$ cat config.mk
export PLATFORM = sky130hd
export DESIGN_NAME = shift_add_mult
export DESIGN_NICKNAME = d
export VERILOG_FILES = /design/src/rtl/shift_add_mult.sv
export SDC_FILE = /design/constraint.sdc
export NUM_CORES = 1
export LEC_CHECK = 0
export CORE_UTILIZATION = 51
export CTS_CLUSTER_SIZE = 8
export DETAILED_ROUTE_END_ITERATION = 8
export GPL_TIMING_DRIVEN = 0
export PLACE_DENSITY = 0.72
export SLEW_MARGIN = 15
export SYNTH_ARGS = -nofsm -noshare
export SYNTH_HDL_FRONTEND = slang
export SYNTH_SLANG_ARGS = --single-unit
$ cat constraint.sdc
create_clock -name clk -period 1.85 [get_ports clk]
set_input_delay 0.4625 -clock clk [delete_from_list [all_inputs] [get_ports clk]]
set_output_delay 0.4625 -clock clk [all_outputs]
set_load 0.01 [all_outputs]
$ cat src/rtl/shift_add_mult.sv
// ============================================================================
// Module      : shift_add_mult
// Description : Sequential shift-and-add unsigned multiplier, one partial
//               product per clock, W cycles per operation.
// Revision    : 1.0 - initial release
// ============================================================================
`default_nettype none

module shift_add_mult #(
    parameter int W = 2
) (
    input  logic           clk,
    input  logic           rst,
    input  logic           start,
    input  logic [W-1:0]   a,
    input  logic [W-1:0]   b,
    output logic           busy,
    output logic           done,
    output logic [2*W-1:0] p
);

    localparam int CW = $clog2(W + 1);

    typedef enum logic [0:0] {
        S_IDLE = 1'b0,
        S_RUN  = 1'b1
    } state_t;

    state_t           r_state;
    state_t           w_state_next;
    logic [2*W-1:0]   r_mcand;
    logic [W-1:0]     r_mplier;
    logic [2*W-1:0]   r_acc;
    logic [CW-1:0]    r_cnt;
    logic [2*W-1:0]   r_p;
    logic             r_done;
    logic [2*W-1:0]   w_acc_next;
    logic             w_last;

    assign w_acc_next = r_mplier[0] ? (r_acc + r_mcand) : r_acc;
    assign w_last     = (r_cnt == CW'(1));

    always_comb begin
        w_state_next = r_state;
        case (r_state)
            S_IDLE:  if (start) w_state_next = S_RUN;
            S_RUN:   if (w_last) w_state_next = S_IDLE;
            default: w_state_next = S_IDLE;
        endcase
    end

    always_ff @(posedge clk) begin
        if (rst) begin
            r_state  <= S_IDLE;
            r_mcand  <= '0;
            r_mplier <= '0;
            r_acc    <= '0;
            r_cnt    <= '0;
            r_p      <= '0;
            r_done   <= 1'b0;
        end else begin
            r_state <= w_state_next;
            r_done  <= 1'b0;
            case (r_state)
                S_IDLE: begin
                    if (start) begin
                        r_mcand  <= {{W{1'b0}}, a};
                        r_mplier <= b;
                        r_acc    <= '0;
                        r_cnt    <= CW'(W);
                    end
                end
                S_RUN: begin
                    r_acc    <= w_acc_next;
                    r_mcand  <= r_mcand << 1;
                    r_mplier <= r_mplier >> 1;
                    r_cnt    <= r_cnt - CW'(1);
                    // Final iteration publishes the sum including this cycle's add.
                    if (w_last) begin
                        r_p    <= w_acc_next;
                        r_done <= 1'b1;
                    end
                end
                default: ;
            endcase
        end
    end

    assign busy = (r_state == S_RUN);
    assign done = r_done;
    assign p    = r_p;

endmodule

`default_nettype wire

==> impl_metrics.csv <==
group,metric,value,unit
worst_setup_path,critPathKind,"reg -> reg",
worst_hold_path,worstHoldStart,"p[2]$_SDFFE_PP0P_",
global_route,grt_overflow_total,0,
floorplan,floorplan.initialDensity,0.5544,
worst_hold_path,endpoint_with_the_worst_hold_slack,"p[2]$_SDFFE_PP0P_",
worst_setup_path,ff2ff_path_depth,7,
layout,layout-drive-gt1-share,0.07895,
global_route,grt_pass1_vias,601,
cts,numCtsBuffers,3,
route,first_pass_iteration_count_of_the_detailed_router,4,
worst_setup_path,cpPeakStageDelay,0.37,ns
sta,tightest_slew,0.4832,ns
worst_setup_path,critical_path.slowest_cell,"dfxtp_1",
route,detail_route.drc_violations,0,
layout,area_growth,18.30,%
pwr,irDropWorstVdd,534.4,uV
sta,fmaxAchievable,579.9,MHz
cts,cts_max_level,1,
route,route.detailed.wl_per_inst,12.47,microns
pwr,total_leakage_power,0.4012,nW
worst_setup_path,worstPathCellList,"ha_1 > inv_1 > fa_1 > xnor2_1 > mux2_2 > a21oi_1 > nor2_1",
route,avg_vias_per_cell,5.685,
global_route,grt_use_met1,0.2819,
placed_design,dp.cells,126,
sta,timing.setup.tns,0,ns
floorplan,floorplan.io_pins,13,
cts,clkSlewWorstSetupHoldPaths,0.11,ns
cts,cts.hold.buffers_added,0,
route,route.antenna.remaining_nets,0,
layout,antenna-diode-count,0,
global_route,antenna_found_initial,0,
worst_hold_path,hold_depth,2,
yosys,yosysSeqAreaShare,0.4217,
worst_setup_path,start_kind,"flip-flop",
sta,timing.clock.skew,0.004934,ns
cts,ctsRootBufferMaster,"clkbuf_4",
cts,cts_resized,0,
yosys,synthesis.nets,112,
global_route,globalRoute.busiestLayer,"met2",
pwr,powerDensity,739.8,nW/um^2
global_route,grt_first_pass_wirelength,2732,microns
sta,hold_viol_final,0,
outcome,outcome,"finished clean",
sta,grt_setup_unrepaired,"false",
floorplan,num_rows,14,
worst_setup_path,reg2reg_from,"r_mcand[0]$_SDFFE_PP0P_",
sta,finalSetupViolCount,0,
yosys,synth.ff_latch_count,18,
placed_design,placement.io_buffers,10,
layout,layoutNonFillerInstCount,130,
route,routed_wl,1621,microns
layout,nets,127,
placed_design,gp_congestion,0.7339,
cts,insertion_delay_to_the_later_sink_of_the_worst_skew_pair,0.30,ns
layout,final_design_area_no_fill,1011,sq um
global_route,global_route.usage.met3,0.02553,
job,cap_violations,0,
cts,clock_path_buffers,2,
global_route,grt_max_degree,11,
placed_design,post_place_instance_area,974.7,sq um
global_route,met2_usage,0.2939,
worst_setup_path,crit_fanout,3,
yosys,avgSynthCellArea,8.546,sq um
worst_setup_path,crit_path_end_kind,"flip-flop",
yosys,yosysUniqueCellTypes,27,
sta,slew_viol_final,0,
worst_hold_path,worst_hold_path_type,"reg -> reg",
worst_setup_path,crit_required,2.03,ns
global_route,track_usage,0.1945,
layout,postLayoutCoreUtil,0.6558,
sta,maxSlewHeadroom,0.6779,
placed_design,half_perimeter_wire_length_after_placement,1155,microns
yosys,syn-cell-area,854.6,sq um
worst_setup_path,arrival,1.90,ns
yosys,syn_inst,100,
floorplan,fp.dieArea,1843,sq um
route,drt_first_iter_violations,8,
route,routed-via-count,739,
floorplan,die_height,42.94,microns
cts,tritoncts_clock_tree,"built",
yosys,synth_warnings,0,
sta,finalCriticalPeriod,1.724,ns
cts,post-cts-setup-buffers,0,
worst_setup_path,worst_r2r_endpoint,"r_acc[2]$_SDFFE_PP0P_",
cts,tritoncts_num_sinks,18,
worst_setup_path,setup.reg_to_reg.worst_slack,0.13,ns
floorplan,die_w,42.94,microns
layout,layout_common_cells,"nor2_1 (18), dfxtp_1 (18), a21oi_1 (11)",
sta,finalCritPeriodShare,0.9321,
floorplan,fp.coreArea,1541,sq um
==> critical path, delay by kind of cell (launching register included) <==
kind | cells | cell delay [ns]
adder cells (fa/ha/maj) | 2 | 0.55
flip-flops | 1 | 0.37
AO/OA/AOI/OAI | 1 | 0.15
multiplexers | 1 | 0.28
XOR/XNOR | 1 | 0.13
buffers and inverters | 1 | 0.06
AND/OR/NAND/NOR | 1 | 0.06
==> final cells by class <==
type	count	area, sq um
Tap cell	16	20.02
Clock buffer	4	36.28
Timing Repair Buffer	10	100.1
Multi-Input combinational cell	71	449.2
Inverter	4	15.01
Buffer	7	30.03
Fill cell	136	530.5
Sequential cell	18	360.3
==> per-layer routing <==
| layer | part of all wire | wire length (microns) |
|---|---|---|
| met4 | 0.011 | 18 |
| met5 | 0 | 0 |
| met3 | 0.038 | 62 |
| met1 | 0.49 | 792 |
| met2 | 0.46 | 748 |
==> power by group <==
| part | switching [mW] | total (mW) | internal (mW) |
|---|---|---|---|
| registers | 0.00911 | 0.410 | 0.401 |
| logic | 0.0503 | 0.0915 | 0.0412 |
| clock network | 0.126 | 0.246 | 0.120 |
| total | 0.186 | 0.748 | 0.562 |
==> synth_stat cells <==
master	n	share of area
dfxtp_1	18	0.42
nor2_1	18	0.079
a21oi_1	11	0.064
nand2_1	8	0.035
mux2i_1	7	0.082
clkbuf_1	4	0.018
ha_1	4	0.059
inv_1	4	0.018
buf_2	3	0.018
nor3_1	3	0.018
nor3b_1	3	0.026
nor4_1	2	0.015
a211oi_1	1	0.0088
a31oi_1	1	0.0073
a32oi_1	1	0.010
and2_1	1	0.0073
and4_4	1	0.013
fa_1	1	0.023
mux2_2	1	0.013
nand2b_1	1	0.0073
nand3_1	1	0.0059
nor2b_1	1	0.0073
o211a_1	1	0.012
o211ai_1	1	0.0088
o21ai_0	1	0.0059
or3_1	1	0.0073
xnor2_1	1	0.010
==> state kept, by name, indices dropped and copies added (netlist names) <==
name / cells
r_cnt: 2
busy: 1
p: 4
r_mplier: 2
r_mcand: 4
done: 1
r_acc: 4
==> worst max-delay path by stage <==
stage / from / endpoint / depth (start not counted)
2_1_floorplan: r_mcand[0]$_SDFFE_PP0P_ / r_acc[2]$_SDFFE_PP0P_ / 7
3_3_place_gp: r_mcand[0]$_SDFFE_PP0P_ / r_acc[2]$_SDFFE_PP0P_ / 7
3_5_place_dp: r_mcand[0]$_SDFFE_PP0P_ / r_acc[2]$_SDFFE_PP0P_ / 7
4_1_cts: r_mcand[0]$_SDFFE_PP0P_ / r_acc[2]$_SDFFE_PP0P_ / 7
5_1_grt: r_mcand[0]$_SDFFE_PP0P_ / r_acc[2]$_SDFFE_PP0P_ / 7
6_report: r_mcand[0]$_SDFFE_PP0P_ / r_acc[2]$_SDFFE_PP0P_ / 7
==> kinds of logic after synthesis <==
logic type	synth area share
DFF	0.4217
xor gates and xnor gates	0.01025
AOI/OAI and AO/OA	0.1171
and+or+nand+nor	0.2211
muxes	0.09517
buffers and inverters	0.05269
adders and majority gates	0.08199
==> per-stage QoR <==
step                worst slack (ns)  power [mW]  hold WS [ns]
floorplan                     0.2665      0.4780        0.4537
global placement              0.1843      0.5070        0.4410
detailed placement            0.1475      0.5103        0.4438
CTS                           0.1211      0.7513        0.4600
global route                 0.01383      0.7758        0.4925
finish                        0.1255      0.7479        0.4581
No activity file was read; power rests on OpenSTA's default activity.
